[src/rtl/serial_pkg.sv]
// serial_pkg: shared state encoding and frame geometry for the serial address/data link
package serial_pkg;
    localparam int ADDR_W     = 8;
    localparam int DATA_W     = 8;
    localparam int FRAME_BITS = ADDR_W + DATA_W;
    typedef enum logic [1:0] {ADDR, DATA, SKIP} state_e;
endpackage

[src/rtl/sclk_edge_sync.sv]
// sclk_edge_sync: synchronises SCLK/RX into clk_i and emits aligned SCLK edge pulses
module sclk_edge_sync #(
    parameter int SYNC_STAGES = 2
) (
    input  logic clk_i,
    input  logic rst_ni,
    input  logic sclk_i,
    input  logic rx_i,
    output logic sclk_rise_o,
    output logic sclk_fall_o,
    output logic rx_s_o
);
    logic [SYNC_STAGES-1:0] sclk_q, rx_q;
    logic                   sclk_dly_q;
    // Flops reset high because the master idles SCLK high; no false edge after reset
    always_ff @(posedge clk_i) begin
        if (!rst_ni) begin
            sclk_q     <= '1;
            rx_q       <= '1;
            sclk_dly_q <= 1'b1;
        end else begin
            sclk_q     <= {sclk_q[SYNC_STAGES-2:0], sclk_i};
            rx_q       <= {rx_q[SYNC_STAGES-2:0], rx_i};
            sclk_dly_q <= sclk_q[SYNC_STAGES-1];
        end
    end
    assign sclk_rise_o = sclk_q[SYNC_STAGES-1] & ~sclk_dly_q;
    assign sclk_fall_o = ~sclk_q[SYNC_STAGES-1] & sclk_dly_q;
    assign rx_s_o      = rx_q[SYNC_STAGES-1];
endmodule

[src/rtl/serial_addr_responder.sv]
// serial_addr_responder: receives an LSB-first address and answers a match with an LSB-first data byte
module serial_addr_responder
    import serial_pkg::*;
#(
    parameter logic [ADDR_W-1:0] DEV_ADDR       = 8'hA5,
    parameter int                TIMEOUT_CYCLES = 256,
    parameter int                SYNC_STAGES    = 2
) (
    input  logic              clk_i,
    input  logic              rst_ni,
    input  logic              sclk_i,
    input  logic              rx_i,
    input  logic [DATA_W-1:0] tx_data_i,
    output logic              out_o,
    output logic              out_en_o,
    output logic [ADDR_W-1:0] rx_addr_o,
    output logic              addr_match_o,
    output logic              xfer_done_o,
    output logic              frame_err_o,
    output logic              busy_o
);
    localparam int TW = $clog2(TIMEOUT_CYCLES + 1);

    logic rise, fall, rx_s, busy, expire, last;
    state_e            state_q, state_d;
    logic [2:0]        bit_cnt_q, bit_cnt_d;
    logic [ADDR_W-1:0] addr_sh_q, addr_sh_d, rx_addr_q, rx_addr_d, addr_full;
    logic [DATA_W-1:0] data_sh_q, data_sh_d;
    logic [TW-1:0]     to_q, to_d;
    logic              out_q, out_d, am_q, am_d, xd_q, xd_d, fe_q, fe_d;

    sclk_edge_sync #(.SYNC_STAGES(SYNC_STAGES)) u_sync (
        .clk_i      (clk_i),
        .rst_ni     (rst_ni),
        .sclk_i     (sclk_i),
        .rx_i       (rx_i),
        .sclk_rise_o(rise),
        .sclk_fall_o(fall),
        .rx_s_o     (rx_s)
    );

    assign busy   = (state_q != ADDR) || (bit_cnt_q != 3'd0);
    assign last   = bit_cnt_q == 3'd7;
    // Expiry yields to a coincident SCLK edge
    assign expire = busy && !(rise || fall) && (to_q == TW'(TIMEOUT_CYCLES - 1));

    always_comb begin
        state_d   = state_q;
        bit_cnt_d = bit_cnt_q;
        addr_sh_d = addr_sh_q;
        data_sh_d = data_sh_q;
        rx_addr_d = rx_addr_q;
        out_d     = out_q;
        am_d      = 1'b0;
        xd_d      = 1'b0;
        fe_d      = 1'b0;
        addr_full = addr_sh_q;
        addr_full[bit_cnt_q] = rx_s;
        to_d      = (rise || fall || !busy || expire) ? '0 : to_q + 1'b1;
        if (expire) begin
            state_d   = ADDR;
            bit_cnt_d = 3'd0;
            out_d     = 1'b0;
            fe_d      = 1'b1;
        end else begin
            bit_cnt_d = rise ? bit_cnt_q + 3'd1 : bit_cnt_q;
            case (state_q)
                ADDR: if (rise) begin
                    addr_sh_d = addr_full;
                    if (last) begin
                        rx_addr_d = addr_full;
                        am_d      = addr_full == DEV_ADDR;
                        data_sh_d = tx_data_i;
                        state_d   = (addr_full == DEV_ADDR) ? DATA : SKIP;
                    end
                end
                DATA: begin
                    if (fall) begin
                        out_d     = data_sh_q[0];
                        data_sh_d = data_sh_q >> 1;
                    end
                    if (rise && last) begin
                        xd_d    = 1'b1;
                        out_d   = 1'b0;
                        state_d = ADDR;
                    end
                end
                default: if (rise && last) state_d = ADDR;
            endcase
        end
    end

    always_ff @(posedge clk_i) begin
        if (!rst_ni) begin
            state_q   <= ADDR;
            bit_cnt_q <= 3'd0;
            addr_sh_q <= '0;
            data_sh_q <= '0;
            rx_addr_q <= '0;
            to_q      <= '0;
            out_q     <= 1'b0;
            am_q      <= 1'b0;
            xd_q      <= 1'b0;
            fe_q      <= 1'b0;
        end else begin
            state_q   <= state_d;
            bit_cnt_q <= bit_cnt_d;
            addr_sh_q <= addr_sh_d;
            data_sh_q <= data_sh_d;
            rx_addr_q <= rx_addr_d;
            to_q      <= to_d;
            out_q     <= out_d;
            am_q      <= am_d;
            xd_q      <= xd_d;
            fe_q      <= fe_d;
        end
    end

    assign out_o        = out_q;
    assign out_en_o     = state_q == DATA;
    assign rx_addr_o    = rx_addr_q;
    assign addr_match_o = am_q;
    assign xfer_done_o  = xd_q;
    assign frame_err_o  = fe_q;
    assign busy_o       = busy;
endmodule

[config.mk]
export PLATFORM = sky130hd
export DESIGN_NAME = serial_addr_responder
export DESIGN_NICKNAME = d
export VERILOG_FILES = /design/src/rtl/serial_pkg.sv /design/src/rtl/sclk_edge_sync.sv /design/src/rtl/serial_addr_responder.sv
export SDC_FILE = /design/constraint.sdc
export NUM_CORES = 1
export LEC_CHECK = 0
export CORE_AREA = 8 8 77 79
export CTS_BUF_LIST = sky130_fd_sc_hd__clkbuf_8
export CTS_CLUSTER_DIAMETER = 80
export CTS_CLUSTER_SIZE = 16
export DETAILED_ROUTE_END_ITERATION = 8
export DIE_AREA = 0 0 85 87
export GPL_TIMING_DRIVEN = 0
export PLACE_DENSITY = 0.65
export SYNTH_ARGS = -nofsm -noshare
export SYNTH_HDL_FRONTEND = slang
export SYNTH_SLANG_ARGS = --single-unit
[constraint.sdc]
create_clock -name clk_i -period 2.82 [get_ports clk_i]
set_input_delay 0.282 -clock clk_i [delete_from_list [all_inputs] [get_ports clk_i]]
set_output_delay 0.282 -clock clk_i [all_outputs]
set_load 0.005 [all_outputs]
Word-level counts from Yosys, hierarchy flattened:

Index checks and enable logic that the tools add are counted.

* divide/modulo/power cells: 0
* multiplexer cells: 16
* equality and inequality tests: 7
* $lt $le $gt $ge: 2
* add/sub/neg operators: 2
* bitwise operators: 10
* reduce and logical (&&, ||, !) cells: 25
* shifts and indexed selects: 0
* multiply operators: 0

Operator list (number)
* two-way mux 8 bit: 3
* one-hot mux 8 bit (2 select lines): 1
* two-way mux 2 bit: 5
* adder 9 x 1 -> 9 bit (second input constant): 1
* equality test 9 x 8 -> 1 bit (second input constant): 1
* bitwise mux 8 bit: 1
* equality test 8 bit (second input constant): 1
* inverter 1 bit: 8
* nonzero test 2 bit: 4
* AND reduction 3 bit: 2
* two-way mux 1 bit: 5
* AND reduction 5 bit: 1
* OR reduction 5 bit: 1
* logical AND 1 bit: 4
* logical OR 1 bit: 4
* < comparator 3 x 4 -> 1 bit (second input constant): 1
* != test 2 bit (second input constant): 2
* AND reduction 4 bit: 1
* OR reduction 2 bit: 2
* adder 3 x 1 -> 3 bit (second input constant): 1
* demux 1 bit (select 3 bit): 1
* equality test 3 bit (second input constant): 1
* greater-or-equal comparator 3 x 1 -> 1 bit (second input constant): 1
* nonzero test 3 bit: 1
* other kinds (7): 9

* output and inout bits: 14
* memories: 0
* latch bits: 0
* logic and storage cells: 75
* ROM bits: 0
* input bits: 12
* register bits after elaboration: 47
* bits in writable memories: 0

Depth between registers and ports, before layout:

Gate-level depths: netlist of the first run.

* word-level depth: 10
* mapped depth: 11
* gate-level depth less buffers: 9

Hierarchy:

Synthesis of the first run repeated with hierarchy kept, for this count alone.

* cell total of the unflattened synthesis: 244
* area, all modules: 2089.5 µm²

Modules (own cells, without submodules)
* serial_addr_responder: cells each 232, area each 1945.6 µm², seq. area each 840.8 µm², times used 1
* sclk_edge_sync: cells each 12, area each 143.9 µm², seq. area each 100.1 µm², times used 1

Least setup slack after synthesis of the first run:

Ideal clock, no wire load.

* kind: reg2reg
* start: register bit_cnt_q[0]
* end: register state_q[0]
* setup slack: 757 ps
* clock period less this slack: 2063 ps
* required time: 2745 ps
* arrival: 1988 ps
* library setup time: 75 ps
* path buffers: 1
* stages on the path, launching flop included: 9
* path through: dfxtp_1 > buf_2 > inv_1 > ha_1 > or4b_4 > nand3_2 > nand2_4 > or4_4 > o22ai_1

* elaborated cells on any way between the ends: 21
* classes of those cells: order compare: 2; eq/ne: 3; mux: 7; reduce/logical: 9

RTL lines
* start, declared: RTL line serial_addr_responder.sv:26 `logic [2:0] bit_cnt_q, bit_cnt_d;`
* start signal, assigned: RTL line serial_addr_responder.sv:107 `bit_cnt_q <= bit_cnt_d;`
* nonzero test 3 bit: RTL line serial_addr_responder.sv:42 `assign busy = (state_q != ADDR) || (bit_cnt_q != 3'd0);`
* logical OR 1 bit: RTL line serial_addr_responder.sv:42
* named net busy_o: RTL line serial_addr_responder.sv:20 `output logic busy_o`
* logical AND 1 bit (2 in series): RTL line serial_addr_responder.sv:45 `assign expire = busy && !(rise || fall) && (to_q == TW'(TIMEOUT_CYCLES - 1));`
* OR reduction 2 bit (no line)
* end signal, assigned: RTL line serial_addr_responder.sv:106 `state_q <= state_d;`
* end, declared: RTL line serial_addr_responder.sv:25 `state_e state_q, state_d;`

The timed path passes the listed nets, and every way through them passes these cells. The select of a mux whose other input is x is not followed.
A chain may end at the register's enable or synchronous reset.

Worst setup path in the final report of the first run:

* start: register u_sync.sclk_dly_q
* end: register rx_addr_q[4] (netlist: rx_addr_o[4])

* cells in the longest elaborated chain, start to end: 8
* elaborated cells on any way between the ends: 9
* classes of those cells: bitwise: 4; reduce/logical: 5

Ends and longest elaborated chain
* start, declared: RTL line sclk_edge_sync.sv:14 `logic sclk_dly_q;`
* start signal, assigned: RTL line sclk_edge_sync.sv:24 `sclk_dly_q <= sclk_q[SYNC_STAGES-1];`
* inverter 1 bit: RTL line sclk_edge_sync.sv:27 `assign sclk_rise_o = sclk_q[SYNC_STAGES-1] & ~sclk_dly_q;`
* AND 1 bit: RTL line sclk_edge_sync.sv:27
* logical OR 1 bit: RTL line serial_addr_responder.sv:45
* zero test 1 bit: RTL line serial_addr_responder.sv:45
* logical AND 1 bit (2 in series): RTL line serial_addr_responder.sv:45
* inverter 1 bit (no line)
* AND reduction 4 bit (no line) *
* end signal, assigned: RTL line serial_addr_responder.sv:110 `rx_addr_q <= rx_addr_d;`
* end, declared: RTL line serial_addr_responder.sv:27 `logic [ADDR_W-1:0] addr_sh_q, addr_sh_d, rx_addr_q, rx_addr_d, addr_full;`

Every way passes the cells marked *; elsewhere a longest branch is shown, timed or not.

==> summary.md, run 1 <==
| Metric | Value |
|---|---|
| Number of max-cap violations | 0 |
| Reg power frac | about three fifths |
| CTS Buf Count | 5 |
| Met3 Track Usage GR | around 4.1% |
| Final ANT Viol Nets | 0 |
| Placed cell areas | between 2000 and 2500 um2 |
| Resize count post-CTS | 0 |
| DR DRC count | 0 |
| Post-Syn Instances | 228 |
| Largest net degree at the start of global routing | 14 |
| CP Class | reg -> reg |
| Initial drt markers | 66 |
| CP Launch Type | flip-flop |
| Maximum clock frequency | around 0.42 GHz |
| Sequential fraction of the synthesis area | ~46% |
| Synth Warn # | 0 |
| Design Area, Final | 2460 um2 |
| Fin crit share | 83.7% |
| # IOs | 26 |
| Chip Width | around 85 um |
| FP Rows | 26 |
| Pleak | 0.900 nW |
| Crit Path Max Fanout | 10 |
| Maximum vdd drop | about 0.25 mV |
| Clock latency on the worst-skew pair | 300 ps |
| Clk pwr share | 35.6% |
| Final Hold Fails | 0 |
| Avg Inst Size Synth | around 9 um2 |
| Post-CTS Setup Inserts | 0 |
| Worst hold margin | just over 400 ps |
| Detailed placement HPWL | about 3000 um |
| ANT cells | 0 |
| Internal | 0.892 mW |
| Routed wire length | 4110 um |
| Cell variety after synth | 38 |
| CTS H-tree lvls | 2 |
| Critical Path RT | about 3000 ps |
| Sw Share | between 20% and 30% |
| Gate power share | under 10% |
| Setup TNS | 0 ps |
| Final Setup Violations | 0 |
| WL/cell | between 10 and 15 um |
| Port bufs | 25 |
| First-pass GRT wire length | between 7000 and 8000 um |
| Pwr per Cell Area | 463 nW/um2 |
| Vias in the first global route | roughly 1600 |
| Tot GR Track Use | 11.7% |
| Yosys reg bits | 47 |
| Layout cells sized above 1 | around 7.3% |
| Arr. time, crit path | between 2000 and 3000 ps |
| Clock Path Buffers | 2 |
| Post-Syn Nets | ~250 |
| GRT busiest layer | met2 |
| Slew headroom | between 40% and 50% |
| CTS sink count | 47 |
| Vias | roughly 1600 |
| Die area | around 7400 um2 |
| Core Region | approximately 4800 um2 |
| Sw power | between 0.2 and 0.25 mW |
| Status | complete, no violations |
| CP Capture Type | flip-flop |
| GRT met1 Usage | ~14% |
| Net count, final | 280 |
| Layout area overhead | 19.8% |
| Final min period | between 2000 and 2500 ps |
| Initial antenna violation count | 0 |
| Met2 Track Usage GR | approximately a fifth |
| Die height | about 87 um |
| Worst hold path type | reg -> reg |
| GR Overflow Total | 0 |
| Pre-Repair DR Iteration Count | 4 |
| Number of hold buffers added after cts | 0 |
| Gpl congestion | approximately 0.73 |
| Syn Std Cell Area | a little over 2000 um2 |
| Max Slew Vio Count | 0 |
| RSZ-0062 raised after global routing | no |
| Initial core utilization | a little over two fifths |
| Clk root buf | clkbuf_8 |
| Worst Max-Slew Pin Slew | about 800 ps |
| Worst Skew | roughly 5.3 ps |
| Clock edge transition at the registers on the reported setup and hold paths | approximately 80 ps |
| CTS tree | yes |
| Vias per cell | around 5.2 |
==> sequential cells by signal, indices dropped and copies added, names as in the netlist <==
name and count:
addr_match_o 1, addr_sh_q 8, bit_cnt_q 3, data_sh_q 8, frame_err_o 1, out_o 1
rx_addr_o 8, state_q 2, to_q 9, u_sync.rx_q 2, u_sync.sclk_dly_q 1, u_sync.sclk_q 2
xfer_done_o 1
==> cells by family (layout without fill, tap and decap cells) <==
kind of cell / after synthesis / after routing / share of synthesized area (%)
AND/OR/NAND/NOR: 100 / 100 / 24.3
flip-flops: 47 / 47 / 45.8
AO/OA/AOI/OAI: 33 / 33 / 11.6
buffers and inverters: 21 / 53 / 4.63
multiplexers: 12 / 12 / 5.84
adder cells (fa/ha/maj): 8 / 8 / 4.87
XOR/XNOR: 7 / 7 / 2.98
==> worst paths after layout <==
path	cells after the start	slack, ps	startpoint	to
worst max register to register	8	460	u_sync.sclk_dly_q$_SDFF_PN1_	rx_addr_o[4]$_SDFFE_PN0P_
worst min register to register	1	410	u_sync.sclk_q[0]$_SDFF_PN1_	u_sync.sclk_q[1]$_SDFF_PN1_
worst max-delay path	8	460	u_sync.sclk_dly_q$_SDFF_PN1_	rx_addr_o[4]$_SDFFE_PN0P_
worst min-delay path	1	410	u_sync.sclk_q[0]$_SDFF_PN1_	u_sync.sclk_q[1]$_SDFF_PN1_
==> layer usage <==
metal  share of wire [%]  routed length [um]  vias to the layer above
met5                   0                   0                        -
met4                 1.3                  53                        0
met1                  48                1980                      752
met3                 5.1                 210                        6
met2                  45                1870                       25
li1                    -                   -                      847
==> worst max-delay path, stage by stage, from the launching register on <==
cell	delay [ps]
dfxtp_1	320
inv_1	70
ha_1	150
nor3b_1	680
and2_1	240
clkbuf_1	270
buf_2	270
nor2_1	60
a211oi_1	220
==> power by group through the flow <==
stage / registers, mW / logic [mW] / clock network [mW]
5_1_grt: 0.677 / 0.0675 / 0.445
3_5_place_dp: 0.691 / 0.0604 / 0
2_1_floorplan: 0.690 / 0.0333 / 0
3_3_place_gp: 0.691 / 0.0597 / 0
6_report: 0.675 / 0.0596 / 0.406
4_1_cts: 0.675 / 0.0609 / 0.420
==> cell usage after synthesis (all sizes together) <==
master   number  area share (%)
nand3b        2            0.73
a21oi         4            0.97
a221oi        1            0.43
a221o         1            0.49
and3b         1            0.43
nand2        25             4.9
nand2b        6             1.8
nor2b         1            0.30
and3          1            0.30
clkbuf        7             1.3
nand4bb       1            0.55
nand4         2            0.61
inv           7             1.3
dfxtp        47              46
o21ai         4            0.97
or3b          2            0.85
o22ai         2            0.61
mux2i        12             5.8
or4b          1            0.67
a211oi       14             5.1
nand3         7             1.9
or4           1            0.55
ha            8             4.9
xor2          3             1.3
nor2         40             7.3
buf           6             1.9
nor3          3            0.73
xnor2         4             1.7
and2          1            0.30
nor3b         4             1.5
a311oi        7             3.0
and4          1            0.43
clkinv        1            0.18
nand4b        1            0.43
==> metrics by stage <==
stage	util (%)	power, mW	instances	setup slack (ps)
after global routing	50.8	1.19	316	290
after global placement	49.0	0.750	309	495
after CTS	50.8	1.16	316	460
after floorplan	-	0.723	228	757
after detailed placement	49.0	0.751	309	482
final	50.8	1.14	316	459
==> cell type report <==
cell class / count / area, um2
clock inverter: 1 / 5.00
timing repair buffer: 25 / 250
fill: 493 / 2380
buffer: 13 / 65.1
multi-input combinational: 160 / 1020
tap: 56 / 70.1
inverter: 8 / 30.0
sequential: 47 / 941
clock buffer: 6 / 82.6
==> layout by cell type, fill, tap and decap left out, drive strengths merged, types with 6 or more instances in the layout <==
cell type,netlist,final
a211oi,14,14
a311oi,7,7
buf,6,6
clkbuf,7,13
clkdlybuf4s50,0,25
dfxtp,47,47
ha,8,8
inv,7,7
mux2i,12,12
nand2,25,25
nand2b,6,6
nand3,7,7
nor2,40,40
Note: power is estimated with default switching activity, not from simulation.
==> run 2, diff against run 1 <==
Settings changed: PLACE_DENSITY 0.65 to 0.68.
Clock period 2.82 ns to 1.96 ns, I/O delays scaled along.
==> summary.md, run 2 (same netlist as run 1, synthesis figures left out) <==
| Metric | Value |
|---|---|
| Final Hold Fails | 0 (unchanged) |
| Placed cells | 309 (unchanged) |
| RSZ-0062 raised after global routing | yes |
| Critical Path RT | 2180 ps (-850 ps) |
| Clock Path Buffers | 2 (unchanged) |
| Pwr per Cell Area | 657 nW/um2 (+42%) |
| Pleak | 1.01 nW (+12%) |
| Initial core utilization | 42.4% (unchanged) |
| Fin crit share | 100% (+16 points) |
| Initial drt markers | 66 (unchanged) |
| CP Class | reg -> reg |
| Fin cells | 329 (+4.1%) |
| Die height | 87 um (unchanged) |
| Crit path max-delay family | simple AND/OR/NAND/NOR gates |
| Clock edge transition at the registers on the reported setup and hold paths | 90 ps (about the same) |
| Die area | 7400 um2 (unchanged) |
| Detailed placement HPWL | 2920 um (-3.0%) |
| Layout cells sized above 1 | 21.2% (+14 points) |
| PnR worst setup slack | -1.20 ps (-460 ps) |
| Worst hold path type | reg -> reg |
| Commonest non-fill, non-tap cell in the layout | dfxtp_1 |
| Max Slew Vio Count | 0 (unchanged) |
| Pre-CTS WS | -350 ps (-832 ps) |
| Net count, final | 292 (+4.3%) |
| ANT cells | 0 (unchanged) |
| Worst path bufs/invs | 2 (-1) |
| CP Launch Type | flip-flop |
| Maximum clock frequency | 0.510 GHz (+20%) |
| Slew headroom | 65.8% (+21 points) |
| GR Overflow Total | 0 (unchanged) |
| # fillers | 440 (-11%) |
| CP Capture Type | flip-flop |
| CTS sink count | 47 (unchanged) |
| Largest register FFs | 9 (unchanged) |
| CTS tree | yes |
| Worst Skew | 4.08 ps (-1.20 ps) |
| Chip Width | 85 um (unchanged) |
| Slowest cell delay on critical path | 490 ps (-190 ps) |
| FP Rows | 26 (unchanged) |
| Vias | 1699 (+4.2%) |
| Clock latency on the worst-skew pair | 290 ps (about the same) |
| CTS H-tree lvls | 2 (unchanged) |
| Total power | 1.81 mW (+58%) |
| WL/cell | 13.5 um (+3.6%) |
| Crit path cell chain | buf_6 -> inv_4 -> ha_4 -> or4b_4 -> nand3_4 -> nand2_4 -> or4_4 -> o22ai_1 |
| Maximum vdd drop | 0.527 mV (+110%) |
| Initial antenna violation count | 0 (unchanged) |
| Clk root buf | clkbuf_8 |
| Number of max-cap violations | 0 (unchanged) |
| Worst hold margin | 410 ps (-3.50 ps) |
| Final min period | 1960 ps (-400 ps) |
| CTS Buf Count | 5 (unchanged) |
| Largest net degree at the start of global routing | 15 (+1) |
| Status | finished with violations |
| Pre-Repair DR Iteration Count | 6 (+2) |
| Vias per cell | 5.16 (+0.11%) |
| Arr. time, crit path | 2180 ps (-390 ps) |
| Worst Max-Slew Pin Slew | 513 ps (-307 ps) |
| Number of hold buffers added after cts | 0 (unchanged) |
| Core Region | 4850 um2 (unchanged) |
| R2R cell count | 8 (unchanged) |
| Slowest CP cell | or4b_4 |
| Hold depth | 1 (unchanged) |
| Final Util | 56.7% (+5.9 points) |
| Failing checks | setup timing |
| Vias in the first global route | 1680 (+6.7%) |
| # IOs | 26 (unchanged) |
| DR DRC count | 0 (unchanged) |
| Tot GR Track Use | 12.3% (+0.64 points) |
| First-pass GRT wire length | 7580 um (+6.6%) |
| Final ANT Viol Nets | 0 (unchanged) |
| Final Setup Violations | 1 (+1) |
| Reg with most FFs | to_q |
| Routed wire length | 4440 um (+7.9%) |
| Crit Path Max Fanout | 3 (-7) |
| Most frequent cells in the layout | dfxtp_1, nor2_1, clkdlybuf4s50_1, nand2_1 |
| Gpl congestion | 0.759 (+4.2%) |
| CP Depth | 8 (unchanged) |
| Layout area overhead | 33.7% |
| Port bufs | 25 (unchanged) |
run 2: final timing paths:
path,start,slack [ps],end
min reg2reg,u_sync.rx_q[0]$_SDFF_PN1_,410,u_sync.rx_q[1]$_SDFF_PN1_
max,bit_cnt_q[0]$_SDFFE_PP0N_,-1,state_q[1]$_SDFFE_PP0P_
min,u_sync.rx_q[0]$_SDFF_PN1_,410,u_sync.rx_q[1]$_SDFF_PN1_
max reg2reg,bit_cnt_q[0]$_SDFFE_PP0N_,-1,state_q[1]$_SDFFE_PP0P_
run 2: final cells by class:
| class | count | area [um2] | share of cell area, % |
|---|---|---|---|
| Inverter | 8 | 35.0 | 1.28 |
| Tap cell | 56 | 70.1 | 2.55 |
| Buffer | 11 | 73.8 | 2.69 |
| Clock inverter | 2 | 35.0 | 1.28 |
| Multi-Input combinational cell | 160 | 1150 | 41.8 |
| Timing Repair Buffer | 39 | 354 | 12.9 |
| Clock buffer | 6 | 82.6 | 3.01 |
| Sequential cell | 47 | 950 | 34.6 |
run 2: stage by stage:
stage,area (um2),TNS (ps)
after floorplan,2070,0
after global placement,2390,-3200
after detailed placement,2390,-3670
after CTS,2650,-0.378
after global routing,2750,-416
final,2750,-1.20
run 2: where the power goes:
| part | internal (mW) | switching, mW | leakage, nW |
|---|---|---|---|
| clock | 0.413 | 0.320 | 0.0612 |
| combinational | 0.0511 | 0.0511 | 0.562 |
| sequential | 0.964 | 0.00687 | 0.383 |
| total | 1.43 | 0.378 | 1.01 |
run 2: metal layers:
layer  share of wire, %  up-vias  track usage, %
met5                  0        -               0
met4               0.95        0            3.40
met3                5.1        6            3.96
met2                 48       31            22.2
met1                 46      790            13.5
li1                   -      872               -
run 2: timing repair:
action / 4_1_cts / 5_1_grt
pin swaps: 8 / 7
endpoints found under the setup margin: 24 / 14
buffers inserted: 8 / 5
cloned: 1 / 0
resized for setup: 23 / 14
